--- config.mk ---
export PLATFORM = sky130hd
export DESIGN_NAME = wb_two_slave_fabric
export DESIGN_NICKNAME = d
export VERILOG_FILES = /design/src/rtl/wb_two_slave_fabric_pkg.sv /design/src/rtl/wb_two_slave_fabric_gpio_regs.sv /design/src/rtl/wb_two_slave_fabric.sv
export SDC_FILE = /design/constraint.sdc
export NUM_CORES = 1
export LEC_CHECK = 0
export ABC_AREA = 1
export BUFFER_PORTS_ARGS = -buffer_cell sky130_fd_sc_hd__buf_2
export CAP_MARGIN = 40
export CORE_ASPECT_RATIO = 1.75
export CORE_MARGIN = 2
export CORE_UTILIZATION = 45
export DETAILED_ROUTE_END_ITERATION = 16
export PLACE_DENSITY = 0.77
export SYNTH_ARGS = -nofsm -noshare
export SYNTH_HDL_FRONTEND = slang
export SYNTH_SLANG_ARGS = --single-unit
--- constraint.sdc ---
create_clock -name clk -period 1.3 [get_ports clk]
set_input_delay 0.26 -clock clk [delete_from_list [all_inputs] [get_ports clk]]
set_output_delay 0.26 -clock clk [all_outputs]
set_load 0.01 [all_outputs]
--- src/rtl/wb_two_slave_fabric_pkg.sv ---
// Shared constants and bus bundles for the two-slave Wishbone fabric.
// Slave select codes, GPIO register offsets and DRT word layout.
package wb_two_slave_fabric_pkg;

  localparam logic [7:0] SEL_DRT  = 8'h00;
  localparam logic [7:0] SEL_GPIO = 8'h01;

  localparam logic [23:0] GPIO_OUT      = 24'd0;
  localparam logic [23:0] GPIO_IN       = 24'd1;
  localparam logic [23:0] GPIO_INT_EN   = 24'd2;
  localparam logic [23:0] GPIO_INT_STAT = 24'd3;

  localparam logic [23:0] DRT_HDR   = 24'd0;
  localparam logic [23:0] DRT_RSVD  = 24'd1;
  localparam logic [23:0] DRT_ID    = 24'd4;
  localparam logic [23:0] DRT_FLAGS = 24'd5;
  localparam logic [23:0] DRT_BASE  = 24'd6;
  localparam logic [23:0] DRT_SIZE  = 24'd7;

  localparam logic [15:0] DRT_NUM_DEV = 16'd1;
  localparam logic [31:0] GPIO_BASE   = 32'h0100_0000;
  localparam logic [31:0] GPIO_WORDS  = 32'd4;

  typedef struct packed {
    logic        cyc;
    logic        stb;
    logic        we;
    logic [23:0] adr;
    logic [31:0] dat;
  } wb_req_t;

  typedef struct packed {
    logic        ack;
    logic [31:0] dat;
  } wb_rsp_t;

  localparam wb_req_t REQ_IDLE = '0;

endpackage

--- src/rtl/wb_two_slave_fabric_gpio_regs.sv ---
// GPIO register block: OUT, synchronized IN, optional INT_EN/INT_STAT.
// Interrupt logic is present only when GPIO_INTERRUPT_EN is defined.
module wb_two_slave_fabric_gpio_regs
  import wb_two_slave_fabric_pkg::*;
(
  input  logic        clk,
  input  logic        rst,
  input  wb_req_t     req,
  output wb_rsp_t     rsp,
  input  logic [31:0] gpio_in,
  output logic [31:0] gpio_out,
  output logic        irq
);

  logic        acc;
  logic        wr;
  logic [31:0] out_q;
  logic [31:0] sync1;
  logic [31:0] sync2;
  logic [31:0] en_q;
  logic [31:0] stat_q;
  logic [31:0] rd;

  assign acc = req.cyc & req.stb & ~rsp.ack;
  assign wr  = acc & req.we;
  assign gpio_out = out_q;

  always_comb begin
    rd = '0;
    unique case (1'b1)
      (req.adr == GPIO_OUT):      rd = out_q;
      (req.adr == GPIO_IN):       rd = sync2;
      (req.adr == GPIO_INT_EN):   rd = en_q;
      (req.adr == GPIO_INT_STAT): rd = stat_q;
      default:                    rd = '0;
    endcase
  end

  always_ff @(posedge clk or negedge rst) begin
    if (!rst) begin
      rsp   <= '0;
      out_q <= '0;
      sync1 <= '0;
      sync2 <= '0;
    end else begin
      rsp.ack <= acc;
      rsp.dat <= acc ? rd : '0;
      sync1   <= gpio_in;
      sync2   <= sync1;
      if (wr && req.adr == GPIO_OUT) out_q <= req.dat;
    end
  end

`ifdef GPIO_INTERRUPT_EN
  logic [31:0] prev_q;
  logic [31:0] clr;

  assign clr = (wr && req.adr == GPIO_INT_STAT) ? req.dat : '0;
  assign irq = |(stat_q & en_q);

  // Set wins over write-1-to-clear in the same cycle.
  always_ff @(posedge clk or negedge rst) begin
    if (!rst) begin
      prev_q <= '0;
      en_q   <= '0;
      stat_q <= '0;
    end else begin
      prev_q <= sync2;
      stat_q <= (stat_q & ~clr) | (en_q & (sync2 ^ prev_q));
      if (wr && req.adr == GPIO_INT_EN) en_q <= req.dat;
    end
  end
`else
  assign en_q   = '0;
  assign stat_q = '0;
  assign irq    = 1'b0;
`endif

endmodule

--- src/rtl/wb_two_slave_fabric.sv ---
// Single-master Wishbone fabric: decoder, device ROM table, GPIO slave.
// Build option GPIO_INTERRUPT_EN enables the GPIO interrupt registers.
module wb_two_slave_fabric
  import wb_two_slave_fabric_pkg::*;
#(
  parameter logic [15:0] DRT_VERSION = 16'h0001,
  parameter logic [31:0] GPIO_DEV_ID = 32'h0000_0001
) (
  input  logic        clk,
  input  logic        rst,
  input  logic        m_cyc_i,
  input  logic        m_stb_i,
  input  logic        m_we_i,
  input  logic [31:0] m_adr_i,
  input  logic [31:0] m_dat_i,
  output logic [31:0] m_dat_o,
  output logic        m_ack_o,
  output logic        m_int_o,
  input  logic [31:0] gpio_in,
  output logic [31:0] gpio_out
);

  wb_req_t     req;
  wb_req_t     drt_req;
  wb_req_t     gpio_req;
  wb_rsp_t     gpio_rsp;
  logic        um_sel;
  logic        um_ack;
  logic        drt_ack;
  logic [31:0] drt_dat;
  logic [31:0] drt_rd;
  logic        drt_acc;
  logic        drt_unused;

  assign req = '{cyc: m_cyc_i, stb: m_stb_i, we: m_we_i,
                 adr: m_adr_i[23:0], dat: m_dat_i};

  always_comb begin
    drt_req  = REQ_IDLE;
    gpio_req = REQ_IDLE;
    um_sel   = 1'b0;
    unique case (1'b1)
      (m_adr_i[31:24] == SEL_DRT):  drt_req  = req;
      (m_adr_i[31:24] == SEL_GPIO): gpio_req = req;
      default:                      um_sel   = 1'b1;
    endcase
  end

  always_comb begin
    drt_rd = '0;
    unique case (1'b1)
      (drt_req.adr == DRT_HDR):   drt_rd = {DRT_VERSION, DRT_NUM_DEV};
      (drt_req.adr == DRT_RSVD):  drt_rd = '0;
      (drt_req.adr == DRT_ID):    drt_rd = GPIO_DEV_ID;
      (drt_req.adr == DRT_FLAGS): drt_rd = '0;
      (drt_req.adr == DRT_BASE):  drt_rd = GPIO_BASE;
      (drt_req.adr == DRT_SIZE):  drt_rd = GPIO_WORDS;
      default:                    drt_rd = '0;
    endcase
  end

  // DRT is read-only: write enable and data are intentionally dropped.
  assign drt_unused = ^{drt_req.we, drt_req.dat};
  assign drt_acc = drt_req.cyc & drt_req.stb & ~drt_ack;

  always_ff @(posedge clk or negedge rst) begin
    if (!rst) begin
      drt_ack <= 1'b0;
      drt_dat <= '0;
      um_ack  <= 1'b0;
    end else begin
      drt_ack <= drt_acc;
      drt_dat <= drt_acc ? drt_rd : '0;
      um_ack  <= m_cyc_i & m_stb_i & um_sel & ~um_ack;
    end
  end

  wb_two_slave_fabric_gpio_regs u_gpio (
    .clk      (clk),
    .rst      (rst),
    .req      (gpio_req),
    .rsp      (gpio_rsp),
    .gpio_in  (gpio_in),
    .gpio_out (gpio_out),
    .irq      (m_int_o)
  );

  // Idle slaves hold ack and data at zero, so OR acts as the return mux.
  assign m_ack_o = drt_ack | gpio_rsp.ack | um_ack;
  assign m_dat_o = drt_dat | gpio_rsp.dat;

endmodule

Word-level counts from Yosys, hierarchy flattened
Index checks and enable logic that the tools add are counted.
Widths: inputs -> output; s select.
{ "totals": {"ff_bits": 163, "inputBits": 101, "out_inout_bits": 66, "word_cells": 39} }
{ "classes": {"n_eq_ne": 5, "n_mux": 7, "n_bitwise": 14, "n_reduce_logical": 5} }
{ "op_table": {"columns": ["cell", "n"], "rows": [
  ["$mux 59", 2],
  ["$pmux 25 s4", 1],
  ["$eq 24x3->1 const B", 3],
  ["$mux 32", 2],
  ["$pmux 32 s2", 1],
  ["$logic_not 24->1", 2],
  ["$or 32x32->32", 1],
  ["$eq 24x1->1 const B", 1],
  ["$and 1x1->1", 8],
  ["$eq 8x1->1 const B", 1],
  ["$logic_not 8->1", 1],
  ["$not 1->1", 3],
  ["$or 1x1->1", 2],
  ["$reduce_or 2->1", 1],
  ["$logic_and 1x1->1", 1],
  ["$mux 1", 1]
]} }

Logic depth before layout (Yosys ltp)
{ "logic_depth": {"depth_word": 6, "mapped_depth": 9, "mapped_depth_nobuf": 8} }

By module
From an unflattened synthesis, not the netlist that was laid out.
{ "hier_totals": {"cells_unflattened": 568, "area_unflattened_um2": 5584.1} }
{ "modules_own_cells": {"columns": ["module", "n_inst", "cells_per_inst", "area_per_inst_um2", "seq_area_each_um2"], "rows": [
  ["wb_two_slave_fabric_gpio_regs", 1, 380, 4531.8, 3228.1],
  ["wb_two_slave_fabric", 1, 188, 1052.3, 150.1]
]} }

Least setup slack after synthesis
Ideal clock, no wire load.
{ "synth_path": {"path_kind": "input port to flip-flop", "startpoint": "input m_adr_i[31]", "endpoint": "register u_gpio.out_q[10] (netlist: u_gpio.gpio_out[10])", "setup_time_ns": 0.117, "t_arrival_ns": 1.384, "t_required_ns": 1.183, "setup_slack_ns": -0.201, "stages": 9, "n_path_buf": 1, "path_cell_list": "nor2_1 > nand2_1 > nor3_4 > nand3_4 > nor2_4 > nand2_2 > buf_6 > nand2_1 > nand2_1"} }
{ "synth_between": {"elab_chain_cells": 6, "word_cells_on_any_way": 7, "cone_classes": "eq/ne (1); mux (1); bitwise (3); reduce/logical (2)"} }
{ "synth_rtl": {"columns": ["element", "line_no", "text"], "rows": [
  ["from (decl)", "wb_two_slave_fabric.sv:14", "input logic [31:0] m_adr_i,"],
  ["$eq 8x1->1 *", "wb_two_slave_fabric.sv:44", "(m_adr_i[31:24] == SEL_GPIO): gpio_req = req;"],
  ["$mux 59 *", "wb_two_slave_fabric.sv:42", "unique case (1'b1)"],
  ["$and 1x1->1 (2 in series)", "wb_two_slave_fabric_gpio_regs.sv:24", "assign acc = req.cyc & req.stb & ~rsp.ack;"],
  ["$and 1x1->1", "wb_two_slave_fabric_gpio_regs.sv:25", "assign wr = acc & req.we;"],
  ["$logic_and 1x1->1", "wb_two_slave_fabric_gpio_regs.sv:50", "if (wr && req.adr == GPIO_OUT) out_q <= req.dat;"],
  ["to (signal assigned)", "wb_two_slave_fabric_gpio_regs.sv:50", null],
  ["to (decl)", "wb_two_slave_fabric_gpio_regs.sv:17", "logic [31:0] out_q;"]
]} }
Mark *: on every way between the ends. The rest lies on a longest branch, timed or not.
A chain may end at the register's enable or synchronous reset.

Final worst setup path
{ "layout_path": {"startpoint": "register u_gpio.rsp[16] (netlist bit)", "endpoint": "output m_dat_o[16]"} }
{ "layout_between": {"elab_chain_cells": 1} }
{ "layout_rtl": {"columns": ["element", "line_no", "text"], "rows": [
  ["from (decl)", "wb_two_slave_fabric_gpio_regs.sv:9", "output wb_rsp_t rsp,"],
  ["$or 32x32->32", "wb_two_slave_fabric.sv:90", "assign m_dat_o = drt_dat | gpio_rsp.dat;"],
  ["to (decl)", "wb_two_slave_fabric.sv:16", "output logic [31:0] m_dat_o,"]
]} }
Every way passes these cells.

==> summary.md <==
| Metric | Value |
|---|---|
| Status | finished with violations |
| Failing checks | setup timing |
| Xor/xnor share of the synthesized area | 0 |
| Leakage | around 3.7 nW |
| Clock share of power | 0.505 |
| Placed Area | around 6000 um2 |
| Netlist cell types | 20 |
| Max-cap violation count | 0 |
| Drt via density | slightly below 5 |
| Net Sw Power | approximately 2.0 mW |
| RR Startpoint | u_gpio.rsp[32] |
| Synth Register Bits | ~140 |
| Drt total wl | ~14000 um |
| Critical Path Source | u_gpio.rsp[16] |
| Clock buffer depth | 2 |
| Post-synthesis compound-gate area fraction | 0.0313 |
| Drt drc | 0 |
| Clock-pin slew on the worst setup and hold paths | 60 ps |
| Total die area | 12300 um2 |
| DRT Pass-1 Iters | 5 |
| Startpoint types | flop |
| Clock insertion delay at the later pin of the skew report | just over 400 ps |
| Tmin final | 1420 ps |
| Slew Viols, Final | 0 |
| Post-Syn Instances | approximately 490 |
| Asr flop ratio synth | 1.00 |
| Max Fanout on Critical Path | 1 |
| Final period utilization | 1.09 |
| Yosys warns | 0 |
| RSZ-0062 raised after global routing | yes |
| Clock buffer count from CTS | 17 |
| Overall power | ~9.6 mW |
| Vias in the first global route | ~4400 |
| CTS tree | yes |
| Synth cell count leaders | 144 x nand2_1, 135 x dfrtp_1, 37 x nand3_1 |
| # port buffers | ~170 |
| Combinational cell fraction of total power | 0.044 |
| Final Skew | between 4 and 5 ps |
| Maximum vdd drop | 1030 uV |
| Worst min-delay path class | input pin to flop |
| Grt total ovfl | 0 |
| Clock Sink Count | between 100 and 150 |
| Crit. End Element | output port |
| End of the worst register-to-register path | u_gpio.gpio_out[0] |
| Synth-to-Final Area Change | 43.1% |
| Int Pwr | between 7 and 8 mW |
| Adder-cell share of the synthesized area | 0 |
| Sum Neg Setup Slack | -1610 ps |
| Core area | 11100 um2 |
| Worst hold margin | 142 ps |
| Mapped cell area | 5110 um2 |
| Data required time of the critical path | ~1000 ps |
| Post-layout util | 0.659 |
| H-tree levels | 4 |
| Fin nets | approximately 800 |
| Most used DFF post-synth | dfrtp_1 |
| First-pass GRT wire length | 21100 um |
| Post-synth top area cell | dfrtp_1 |
| Hold Path Origin | m_stb_i |
| Register area share after synthesis | 0.661 |
| GRT Total Usage | 0.223 |
| F_max | approximately 710 MHz |
| Wire per inst | roughly 16 um |
| Seq pwr share | 0.451 |
| Largest net degree at the start of global routing | 38 |
| Drt initial violations | ~120 |
| Synthesized Nets | a little under 600 |
| Simple-gate share of the synthesized area | 0.229 |
| Vias | roughly 4100 |
| Gp weighted congestion | around 0.81 |
| Setup violators final | 37 |
| HPWL Detailed | a little under 9000 um |
| Die W | around 85 um |
| Final worst slack | -117 ps |
| Row count | 51 |
| Final Instance Area | 7320 um2 |
| Switch share | 0.205 |
| Routed Antenna Nets | 0 |
| WHS Path Cells | 3 |
| Ports | about 170 |
| Count leader, synth | nand2_1 |
| Starting Density | 0.461 |
| Pwr Density | ~1300 nW/um2 |
| Root buffer cell | clkbuf_16 |
| WS Path Type | flop to output port |
| R2R cell count | 8 |
| Final hold viol count | 0 |
| Largest family of logic cells by synthesized area | simple AND/OR/NAND/NOR gates |
| Mux cell area share after synthesis | 0 |
| Post-synth EDFFs | 0 |
| Yosys top cell area share | 0.661 |
| Die height | ~150 um |
| Hold path endpoint | um_ack |
| Ranking of synthesized cells by area | dfrtp_1 66%, nand2_1 11%, nand3b_1 4.8% |
| Antenna violations before repair | 1 |
| Reg-to-reg slack, setup | -60 ps |
| Syn avg cell area | ~10 um2 |
| Layout cells sized above 1 | 0.404 |
| Worst EP arrival | approximately 1200 ps |
==> placed cells by master (no fill, tap or decap), drive strengths merged <==
master,netlist,routed
a21oi,32,32
buf,35,202
bufinv,0,3
clkbuf,18,21
clkinv,0,3
clkinvlp,0,4
conb,1,1
dfrtp,135,135
diode,0,1
dlygate4sd3,0,33
inv,16,17
nand2,145,148
nand3,38,38
nand3b,33,33
nand4,1,1
nor2,27,27
nor3,3,3
nor4,1,1
or2,4,4
==> area by class of cell <==
type | instances | area (um2)
multi-input cells | 288 | 1520
repair buffers | 236 | 1580
inverters | 16 | 62.6
fillers | 874 | 3790
clock buffers | 20 | 457
flip-flops and latches | 135 | 3380
diodes | 1 | 2.50
clock inverters | 11 | 148
well taps | 132 | 165
==> cell families (layout without fill, tap and decap cells) <==
group | count (synthesis) | in the layout
and+or+nand+nor | 252 | 255
DFF | 135 | 135
buffers and inverters | 69 | 283
AOI/OAI and AO/OA | 32 | 32
other | 1 | 2
==> metal layers <==
| layer | vias to the layer above | global-route usage | routed length, um |
|---|---|---|---|
| li1 | 1945 | - | - |
| met2 | 151 | 0.385 | 7420 |
| met4 | 0 | 0.125 | 455 |
| met5 | - | 0 | 0 |
| met3 | 35 | 0.0535 | 620 |
| met1 | 2010 | 0.248 | 5130 |
==> through the flow <==
step / setup slack (ps) / cells
floorplan: -191 / 489
global placement: -282 / 762
detailed placement: -330 / 762
CTS: -128 / 827
global route: -156 / 839
finish: -117 / 839
==> registers in the layout, indices dropped and copies added, names as in the netlist <==
register         flops
drt_ack              1
drt_dat              4
u_gpio.gpio_out     32
u_gpio.rsp          33
u_gpio.sync1        32
u_gpio.sync2        32
um_ack               1
==> worst max-delay path, stage by stage, from the launching register on <==
cell and delay (ps):
dfrtp_1 370, or2_4 250, buf_6 120
==> repair_timing <==
item | in CTS | in global routing
gates resized for setup | 11 | 47
cloned | 0 | 4
pin swaps | 4 | 12
setup endpoints to repair | 6 | 42
hold buffers | 33 | 0
setup buffers | 1 | 7
hold endpoints to repair | 61 | 0
==> worst max-delay path by stage <==
stage / slack (ps) / endpoint / cells past startpoint
floorplan: -190 / u_gpio.gpio_out[10] / 9
global route: -160 / u_gpio.gpio_out[0] / 8
CTS: -130 / m_dat_o[16] / 2
global placement: -280 / u_gpio.rsp[24] / 10
finish: -120 / m_dat_o[16] / 2
detailed placement: -330 / u_gpio.gpio_out[7] / 9
==> power groups by stage <==
stage                     sequential (mW)  combinational (mW)  clock (mW)
final                                4.34               0.418        4.85
after global routing                 4.34               0.467        5.13
after CTS                            4.34               0.418        4.92
after detailed placement             4.41               0.335           0
after global placement               4.40               0.327           0
after floorplan                      4.40              0.0458           0
(Power assumes the default switching activity.)
